===== src/rtl/multicycle_control.sv =====
// Multicycle MIPS-style control unit.
// A single state register walks each instruction through FETCH, DECODE and its
// execution states. The datapath controls are decoded combinationally from the
// current state and mem_ready.
// Handshake: mem_ready is sampled only in FETCH, MEMRD and MEMWR. A cycle with
// mem_ready=1 completes the access, and the FSM advances on that clock edge.
// A cycle with mem_ready=0 holds the state and keeps the access strobes asserted.
module multicycle_control #(
    parameter int OPCODE_W = 6,
    parameter int ALUOP_W  = 2,
    parameter int EN_JUMP  = 1
) (
    input  logic                clk,
    input  logic                reset,
    input  logic [OPCODE_W-1:0] opcode,
    input  logic                mem_ready,
    output logic                pc_write,
    output logic                pc_write_cond,
    output logic                i_or_d,
    output logic                mem_read,
    output logic                mem_write,
    output logic                ir_write,
    output logic                mem_to_reg,
    output logic                reg_dst,
    output logic                reg_write,
    output logic                alu_src_a,
    output logic [1:0]          alu_src_b,
    output logic [1:0]          pc_source,
    output logic [ALUOP_W-1:0]  alu_op,
    output logic [3:0]          state,
    output logic                illegal
);

    typedef enum logic [3:0] {
        S_FETCH  = 4'd0,
        S_DECODE = 4'd1,
        S_MEMADR = 4'd2,
        S_MEMRD  = 4'd3,
        S_MEMWB  = 4'd4,
        S_MEMWR  = 4'd5,
        S_EXEC   = 4'd6,
        S_RWB    = 4'd7,
        S_BRANCH = 4'd8,
        S_IEXEC  = 4'd9,
        S_IWB    = 4'd10,
        S_JUMP   = 4'd11,
        S_TRAP   = 4'd12
    } state_t;

    state_t     r_state;
    state_t     w_next;
    logic [5:0] w_op6;
    logic       w_hi_zero;
    logic       w_is_rtype;
    logic       w_is_lw;
    logic       w_is_sw;
    logic       w_is_beq;
    logic       w_is_addi;
    logic       w_is_j;
    logic [1:0] w_alu_op2;

    // Opcode classification: any set bit above bit 5 makes the opcode illegal.
    assign w_op6      = opcode[5:0];
    assign w_hi_zero  = ((opcode >> 6) == '0);
    assign w_is_rtype = w_hi_zero && (w_op6 == 6'b000000);
    assign w_is_lw    = w_hi_zero && (w_op6 == 6'b100011);
    assign w_is_sw    = w_hi_zero && (w_op6 == 6'b101011);
    assign w_is_beq   = w_hi_zero && (w_op6 == 6'b000100);
    assign w_is_addi  = w_hi_zero && (w_op6 == 6'b001000);
    assign w_is_j     = w_hi_zero && (w_op6 == 6'b000010) && (EN_JUMP != 0);

    // Next-state selection. Unused state codes fall into TRAP.
    always_comb begin
        w_next = S_TRAP;
        case (r_state)
            S_FETCH:  w_next = mem_ready ? S_DECODE : S_FETCH;
            S_DECODE: begin
                if (w_is_rtype)              w_next = S_EXEC;
                else if (w_is_lw || w_is_sw) w_next = S_MEMADR;
                else if (w_is_beq)           w_next = S_BRANCH;
                else if (w_is_addi)          w_next = S_IEXEC;
                else if (w_is_j)             w_next = S_JUMP;
                else                         w_next = S_TRAP;
            end
            S_MEMADR: w_next = w_is_sw ? S_MEMWR : S_MEMRD;
            S_MEMRD:  w_next = mem_ready ? S_MEMWB : S_MEMRD;
            S_MEMWB:  w_next = S_FETCH;
            S_MEMWR:  w_next = mem_ready ? S_FETCH : S_MEMWR;
            S_EXEC:   w_next = S_RWB;
            S_RWB:    w_next = S_FETCH;
            S_BRANCH: w_next = S_FETCH;
            S_IEXEC:  w_next = S_IWB;
            S_IWB:    w_next = S_FETCH;
            S_JUMP:   w_next = S_FETCH;
            S_TRAP:   w_next = S_TRAP;
            default:  w_next = S_TRAP;
        endcase
    end

    // State register. Reset forces FETCH without waiting for a clock edge.
    always_ff @(posedge clk or posedge reset) begin
        if (reset) r_state <= S_FETCH;
        else       r_state <= w_next;
    end

    // Control decode. Every output is held at 0 while reset is high.
    always_comb begin
        pc_write      = 1'b0;
        pc_write_cond = 1'b0;
        i_or_d        = 1'b0;
        mem_read      = 1'b0;
        mem_write     = 1'b0;
        ir_write      = 1'b0;
        mem_to_reg    = 1'b0;
        reg_dst       = 1'b0;
        reg_write     = 1'b0;
        alu_src_a     = 1'b0;
        alu_src_b     = 2'b00;
        pc_source     = 2'b00;
        w_alu_op2     = 2'b00;
        illegal       = 1'b0;
        if (!reset) begin
            case (r_state)
                S_FETCH: begin
                    mem_read  = 1'b1;
                    alu_src_b = 2'b01;
                    ir_write  = mem_ready;
                    pc_write  = mem_ready;
                end
                S_DECODE: alu_src_b = 2'b11;
                S_MEMADR: begin
                    alu_src_a = 1'b1;
                    alu_src_b = 2'b10;
                end
                S_MEMRD: begin
                    mem_read = 1'b1;
                    i_or_d   = 1'b1;
                end
                S_MEMWB: begin
                    reg_write  = 1'b1;
                    mem_to_reg = 1'b1;
                end
                S_MEMWR: begin
                    mem_write = 1'b1;
                    i_or_d    = 1'b1;
                end
                S_EXEC: begin
                    alu_src_a = 1'b1;
                    w_alu_op2 = 2'b10;
                end
                S_RWB: begin
                    reg_write = 1'b1;
                    reg_dst   = 1'b1;
                end
                S_BRANCH: begin
                    alu_src_a     = 1'b1;
                    w_alu_op2     = 2'b01;
                    pc_write_cond = 1'b1;
                    pc_source     = 2'b01;
                end
                S_IEXEC: begin
                    alu_src_a = 1'b1;
                    alu_src_b = 2'b10;
                end
                S_IWB:  reg_write = 1'b1;
                S_JUMP: begin
                    pc_write  = 1'b1;
                    pc_source = 2'b10;
                end
                S_TRAP:  illegal = 1'b1;
                default: illegal = 1'b0;
            endcase
        end
    end

    assign alu_op = ALUOP_W'(w_alu_op2);
    assign state  = r_state;

endmodule


===== config.mk =====
export PLATFORM = sky130hd
export DESIGN_NAME = multicycle_control
export DESIGN_NICKNAME = d
export VERILOG_FILES = /design/src/rtl/multicycle_control.sv
export SDC_FILE = /design/constraint.sdc
export NUM_CORES = 1
export LEC_CHECK = 0
export CAP_MARGIN = 25
export CORE_AREA = 5 5 47 49
export CTS_CLUSTER_SIZE = 24
export DETAILED_ROUTE_END_ITERATION = 7
export DIE_AREA = 0 0 52 54
export PLACE_DENSITY = 0.79
export SLEW_MARGIN = 40
export SYNTH_ARGS = -nofsm -noshare
export SYNTH_HDL_FRONTEND = slang
export SYNTH_SLANG_ARGS = --single-unit

===== constraint.sdc =====
create_clock -name clk -period 1.3 [get_ports clk]
set_clock_uncertainty 0.05 [all_clocks]
set_input_delay 0.26 -clock clk [delete_from_list [all_inputs] [get_ports clk]]
set_output_delay 0.26 -clock clk [all_outputs]
set_load 0.005 [all_outputs]

Word level (Yosys, flattened, before mapping)
Cells that the tools add are included.

Register bits: 4. Bits in latches: 0. RAM bits: 0. Bits in read-only memories: 0. Input bits: 9. Output and inout bits: 21. Word-level logic and storage cells: 65. Memories: 0.

$add $sub $neg: 0. Multiply operators: 0. Div/mod/pow operators: 0. $lt $le $gt $ge: 0. Eq/ne operators: 17. Shifts and indexed selects: 0. Mux-type cells: 38. Bitwise gates (word level): 0. Reductions and logical operators: 9.

Operators by type and width (count): $pmux W4 S8 (1); $mux W1 (22); $eq A4 B4 Y1 const B (5); $mux W3 (6); $eq A4 B3 Y1 const B (4); $eq A6 B6 Y1 const B (2); $eq A4 B2 Y1 const B (2); $mux W4 (2); $pmux W2 S2 (2); $eq A6 B2 Y1 const B (1); $eq A6 B3 Y1 const B (1); $eq A6 B4 Y1 const B (1); $logic_not A6 Y1 (1); $mux W2 (3); $pmux W2 S3 (1); $reduce_or A2 Y1 (3); $reduce_or A5 Y1 (1); $eq A4 B1 Y1 const B (1); $logic_not A4 Y1 (1); $reduce_or A4 Y1 (1); $reduce_or A3 Y1 (1); $pmux W1 S2 (1); $logic_or A1 B1 Y1 (1).

Longest topological paths before layout
Gate-level depths: netlist (run 1).

Word-level depth: 7. Depth in mapped cells: 5. Mapped depth without buffers: 4.

Worst setup path before layout (run 1)
No wires, ideal clock.

Kind: register -> output. From: register r_state[0], in the netlist state[0]. To: output port alu_src_b[1]. Data arrival time: 1183 ps. Required time: 990 ps. Setup slack: -193 ps. Stages on the path, launching flop included: 5. Buffers on the path: 1. Path through: dfrtp_1 buf_4 nor2b_1 nand2b_1 a211oi_1.

Cells in the longest elaborated chain, start to end: 4. Elaborated cells between the ends (all ways): 7. Classes of those cells: eq/ne: 3; mux: 2; reduce/logical: 2.

Ends and longest elaborated chain: start: declaration (RTL line 50) `state_t r_state;`; start signal: assignment (RTL line 103) `else r_state <= w_next;`; $eq A4 B4 Y1 or $eq A4 B2 Y1 (tied branches) (RTL line 123) `case (r_state)`; $reduce_or A2 Y1 (no line); $pmux W2 S3 (*) (RTL line 123); $mux W2 (*) (RTL line 122) `if (!reset) begin`; end: declaration (RTL line 27) `output logic [1:0] alu_src_b,`.

Mark *: on every way between the ends. The rest lies on a longest branch, timed or not.

Final worst setup path (run 1)
From: register r_state[1], in the netlist state[1]. To: output port i_or_d.

Cells in the longest elaborated chain, start to end: 4. Elaborated cells between the ends (all ways): 5. Classes of those cells: eq/ne: 2; mux: 2; reduce/logical: 1.

Ends and longest elaborated chain: $eq A4 B3 Y1 or $eq A4 B2 Y1 (tied branches) (RTL line 123); $reduce_or A2 Y1 (no line) (*); $mux W1 (*) (RTL line 123); $mux W1 (*) (RTL line 122); end: declaration (RTL line 19) `output logic i_or_d,`.

Marked as above.

==> impl_results.html, run 1 <==
<table>
<tr><th>Metric</th><th>Value</th></tr>
<tr><th colspan="2">Synthesis</th></tr>
<tr><td>Proportion of synthesized area in mux cells</td><td>0.0186</td></tr>
<tr><td>Post-synth EDFFs</td><td>0</td></tr>
<tr><td>Most area-hungry cell type in the Yosys netlist</td><td>dfrtp_1</td></tr>
<tr><td>Post-synthesis sequential area ratio</td><td>0.186</td></tr>
<tr><td>Leading cell types by count after synthesis</td><td>8 x nor3_1, 5 x nand2b_1, 5 x nor2_1</td></tr>
<tr><td>Share of the synthesized area in compound gates (AO/OA/AOI/OAI)</td><td>0.188</td></tr>
<tr><td>Library cells used by synthesis</td><td>34</td></tr>
<tr><td>Async S/R FF share, synth</td><td>1.00</td></tr>
<tr><td>Syn Nets</td><td>84</td></tr>
<tr><td>Fraction of post-synthesis cell area in the top cell type by area</td><td>0.186</td></tr>
<tr><td>Yosys Warn Count</td><td>0</td></tr>
<tr><td>Largest cells by area after synthesis</td><td>dfrtp_1 19%, nor3_1 7.4%, nand2b_1 5.8%</td></tr>
<tr><td>Number of instances in the synthesized netlist</td><td>75</td></tr>
<tr><td>Most used standard cell by instance count after synthesis</td><td>nor3_1</td></tr>
<tr><td>Primary flip-flop cell chosen by synthesis mapping</td><td>dfrtp_1</td></tr>
<tr><td>Simple logic cell fraction of the synthesized area</td><td>0.460</td></tr>
<tr><td>Register bit count reported by yosys</td><td>4</td></tr>
<tr><td>Average cell area after synthesis</td><td>7.17 um2</td></tr>
<tr><td>Combinational family with the most area after synthesis</td><td>simple AND/OR/NAND/NOR gates</td></tr>
<tr><td>Synth Area in Adders</td><td>0</td></tr>
<tr><td>Area share of xor/xnor cells in the synthesized design</td><td>0.0488</td></tr>
<tr><td>Cell area after technology mapping</td><td>538 um2</td></tr>
<tr><th colspan="2">Timing</th></tr>
<tr><td>Time the worst path needs with I/O delays and setup</td><td>1770 ps</td></tr>
<tr><td>Endpoints failing hold</td><td>0</td></tr>
<tr><td>Highest attainable clock frequency</td><td>564 MHz</td></tr>
<tr><td>Min setup slack post-route</td><td>-475 ps</td></tr>
<tr><td>Setup TNS Final</td><td>-7360 ps</td></tr>
<tr><td>Fin crit share</td><td>1.37</td></tr>
<tr><td>Setup repair after global routing missed its margin</td><td>true</td></tr>
<tr><td>Relative slew slack</td><td>0.812</td></tr>
<tr><td>Worst Tran Pin Value</td><td>282 ps</td></tr>
<tr><td>Number of max-slew violations in the final report</td><td>0</td></tr>
<tr><td>Number of failing setup endpoints in the final timing report</td><td>23</td></tr>
<tr><td>Final hold slack</td><td>259 ps</td></tr>
<tr><th colspan="2">Placed design</th></tr>
<tr><td>Port-buffer cells</td><td>29</td></tr>
<tr><td>DP Area</td><td>1050 um2</td></tr>
<tr><td>Routability Congestion</td><td>0.815</td></tr>
<tr><td>DPL Wire Length</td><td>1590 um</td></tr>
<tr><td>Placed insts</td><td>149</td></tr>
<tr><td>Pre-CTS setup slack</td><td>-758 ps</td></tr>
<tr><th colspan="2">Clock network</th></tr>
<tr><td>CTS Root Buffer Type</td><td>clkbuf_4</td></tr>
<tr><td>Clock sink total</td><td>4</td></tr>
<tr><td>Clock transition at the registers of the reported paths</td><td>40 ps</td></tr>
<tr><td>H-Tree Depth</td><td>1</td></tr>
<tr><td>Clock buffers created by TritonCTS</td><td>3</td></tr>
<tr><td>Insertion delay to the later sink of the worst-skew pair</td><td>240 ps</td></tr>
<tr><td>Max Buffers Root-to-Sink</td><td>2</td></tr>
<tr><td>Clock tree from TritonCTS</td><td>built</td></tr>
<tr><th colspan="2">Cells and area</th></tr>
<tr><td>Largest register FFs</td><td>4</td></tr>
<tr><td>Share of layout cells above drive strength 1</td><td>0.739</td></tr>
<tr><td>Number of filler cells placed in the layout</td><td>118</td></tr>
<tr><td>Number of antenna diodes</td><td>0</td></tr>
<tr><td>Layout Cell Area excl Fill</td><td>1380 um2</td></tr>
<tr><td>Number of nets in the finished design</td><td>153</td></tr>
<tr><td>Multi-input gate area in the final layout</td><td>573 um2</td></tr>
<tr><td>Final Non-Filler Cells</td><td>169</td></tr>
<tr><td>Share of the core filled with cells in the final layout</td><td>0.759</td></tr>
<tr><td>Layout Area Growth over Synthesis</td><td>157%</td></tr>
<tr><td>Reg area</td><td>104 um2</td></tr>
<tr><th colspan="2">Detailed routing</th></tr>
<tr><td>Number of vias after detailed routing</td><td>876</td></tr>
<tr><td>Via/cell ratio</td><td>5.18</td></tr>
<tr><td>Avg WL per Cell</td><td>17.7 um</td></tr>
<tr><td>Pre-Repair DR Iteration Count</td><td>4</td></tr>
<tr><td>Detail Route Antenna Nets</td><td>0</td></tr>
<tr><td>Remaining DRCs</td><td>0</td></tr>
<tr><td>DRC violation total after the first TritonRoute iteration</td><td>19</td></tr>
<tr><td>Aggregate routed wire length</td><td>3000 um</td></tr>
<tr><th colspan="2">GRT</th></tr>
<tr><td>Number of antenna violations at the first check in global routing</td><td>0</td></tr>
<tr><td>Wire length of the first global-routing pass</td><td>4300 um</td></tr>
<tr><td>Largest net degree at the start of global routing</td><td>9</td></tr>
<tr><td>Global routing usage summed across all routing layers</td><td>0.207</td></tr>
<tr><td>Via count of the first global-routing pass</td><td>936</td></tr>
<tr><td>Total grt overflow</td><td>0</td></tr>
<tr><th colspan="2">Hold path</th></tr>
<tr><td>Type of the tightest min-delay check</td><td>primary input to asynchronous set/reset pin</td></tr>
<tr><th colspan="2">Worst setup path</th></tr>
<tr><td>Required time of the critical path</td><td>990 ps</td></tr>
<tr><td>CP arrival</td><td>1460 ps</td></tr>
<tr><td>Largest driver fanout on the critical path</td><td>8</td></tr>
<tr><td>Max stage delay cell, worst path</td><td>dfrtp_2</td></tr>
<tr><td>Crit end category</td><td>output port</td></tr>
<tr><td>Critical Path Start Type</td><td>flip-flop</td></tr>
<tr><td>Crit path kind</td><td>flip-flop to output port</td></tr>
<tr><td>Peak per-stage delay on the critical path</td><td>440 ps</td></tr>
<tr><td>Cells along the critical path</td><td>buf_4 &gt; xnor2_1 &gt; nor4b_2 &gt; buf_2</td></tr>
<tr><th colspan="2">Floorplan</th></tr>
<tr><td>I/O pin count</td><td>30</td></tr>
<tr><td>Initial core utilization</td><td>0.295</td></tr>
<tr><td>Die Y-Extent</td><td>54 um</td></tr>
<tr><td>Die area</td><td>2810 um2</td></tr>
<tr><td>Std-Cell Rows</td><td>16</td></tr>
<tr><td>DIE WIDTH</td><td>52 um</td></tr>
<tr><td>Standard cell core area</td><td>1820 um2</td></tr>
<tr><th colspan="2">Power</th></tr>
<tr><td>Total design power</td><td>2.80 mW</td></tr>
<tr><td>Maximum resistive drop on vdd</td><td>1.27 mV</td></tr>
<tr><td>Total power per unit cell area</td><td>2020 nW/um2</td></tr>
<tr><td>Static leakage</td><td>0.630 nW</td></tr>
<tr><th colspan="2">Run status</th></tr>
<tr><td>Status</td><td>finished, violations left</td></tr>
<tr><td>Violated checks</td><td>negative setup slack</td></tr>
<tr><th colspan="2">Flow run</th></tr>
<tr><td>Max-capacitance violation count</td><td>0</td></tr>
</table>
final cells by class:
type,count,share of cell area
Timing Repair Buffer,72,0.463
Multi-Input combinational cell,61,0.414
Sequential cell,4,0.0751
Tap cell,27,0.0244
Clock buffer,3,0.0163
Inverter,2,0.00633
metal layers:
layer  up-vias  GRT usage  wire [um]
met4         0     0.0830         44
met5         -          0          0
met2        30      0.408       1620
met3         4     0.0305        105
li1        406          -          -
met1       436      0.218       1220
layout by cell type, fill, tap and decap left out, drive strengths merged, types with 2 or more instances in the layout:
cell type / n
clkdlybuf4s50: 5
dlygate4sd2: 3
nor2b: 2
nor4b: 2
nor4: 2
clkbuf: 3
dfrtp: 4
nand3: 4
nand2b: 5
o221ai: 2
nor3: 8
o21a: 2
and3: 4
a21oi: 3
nand2: 3
buf: 63
o21ai: 4
nor2: 7
xnor2: 2
cells by family (layout without fill, tap and decap cells):
family / count (synthesis) / count (layout)
AND/OR/NAND/NOR: 42 / 42
AO/OA/AOI/OAI: 15 / 15
buffers and inverters: 10 / 77
flip-flops: 4 / 4
XOR/XNOR: 3 / 3
multiplexers: 1 / 1
power breakdown:
group | switching, mW | internal, mW | leakage (nW)
Sequential | 0.0989 | 0.186 | 0.0476
Combinational | 1.02 | 1.34 | 0.569
Clock | 0.0575 | 0.104 | 0.0138
worst max-delay path: cells and delay by family, from the launching register on:
| family | cells | cell delay [ps] |
|---|---|---|
| buffers and inverters | 2 | 360 |
| xor gates and xnor gates | 1 | 160 |
| DFF | 1 | 440 |
| and+or+nand+nor | 1 | 270 |
path summary, 6_finish.rpt:
| path | startpoint | to | slack (ps) | cells past startpoint |
|---|---|---|---|---|
| worst max-delay path | state[1]$_DFF_PP0_ | i_or_d | -470 | 4 |
| worst min-delay path | reset | state[3]$_DFF_PP0_ | 260 | 3 |
| worst max register to register | state[3]$_DFF_PP0_ | state[0]$_DFF_PP0_ | -300 | 6 |
| worst min register to register | state[2]$_DFF_PP0_ | state[1]$_DFF_PP0_ | 780 | 3 |
| max in group asynchronous | reset | state[1]$_DFF_PP0_ | 750 | 3 |
| min in group clk | opcode[0] | state[0]$_DFF_PP0_ | 430 | 3 |
timing repair:
action / 4_1_cts / 5_1_grt
endpoints found under the setup margin: 25 / 25
hold buffers: 0 / 0
buffers inserted: 13 / 6
cloned: 0 / 0
pin swaps: 12 / 12
gates resized for setup: 119 / 28
No activity file was read; power rests on OpenSTA's default activity.
==> inputs of run 2 (changes only) <==
- ABC_CLOCK_PERIOD_IN_PS: unset -> 1300
==> results of run 2 <==
Final layout, timing and power as in run 1 (identical DEF).
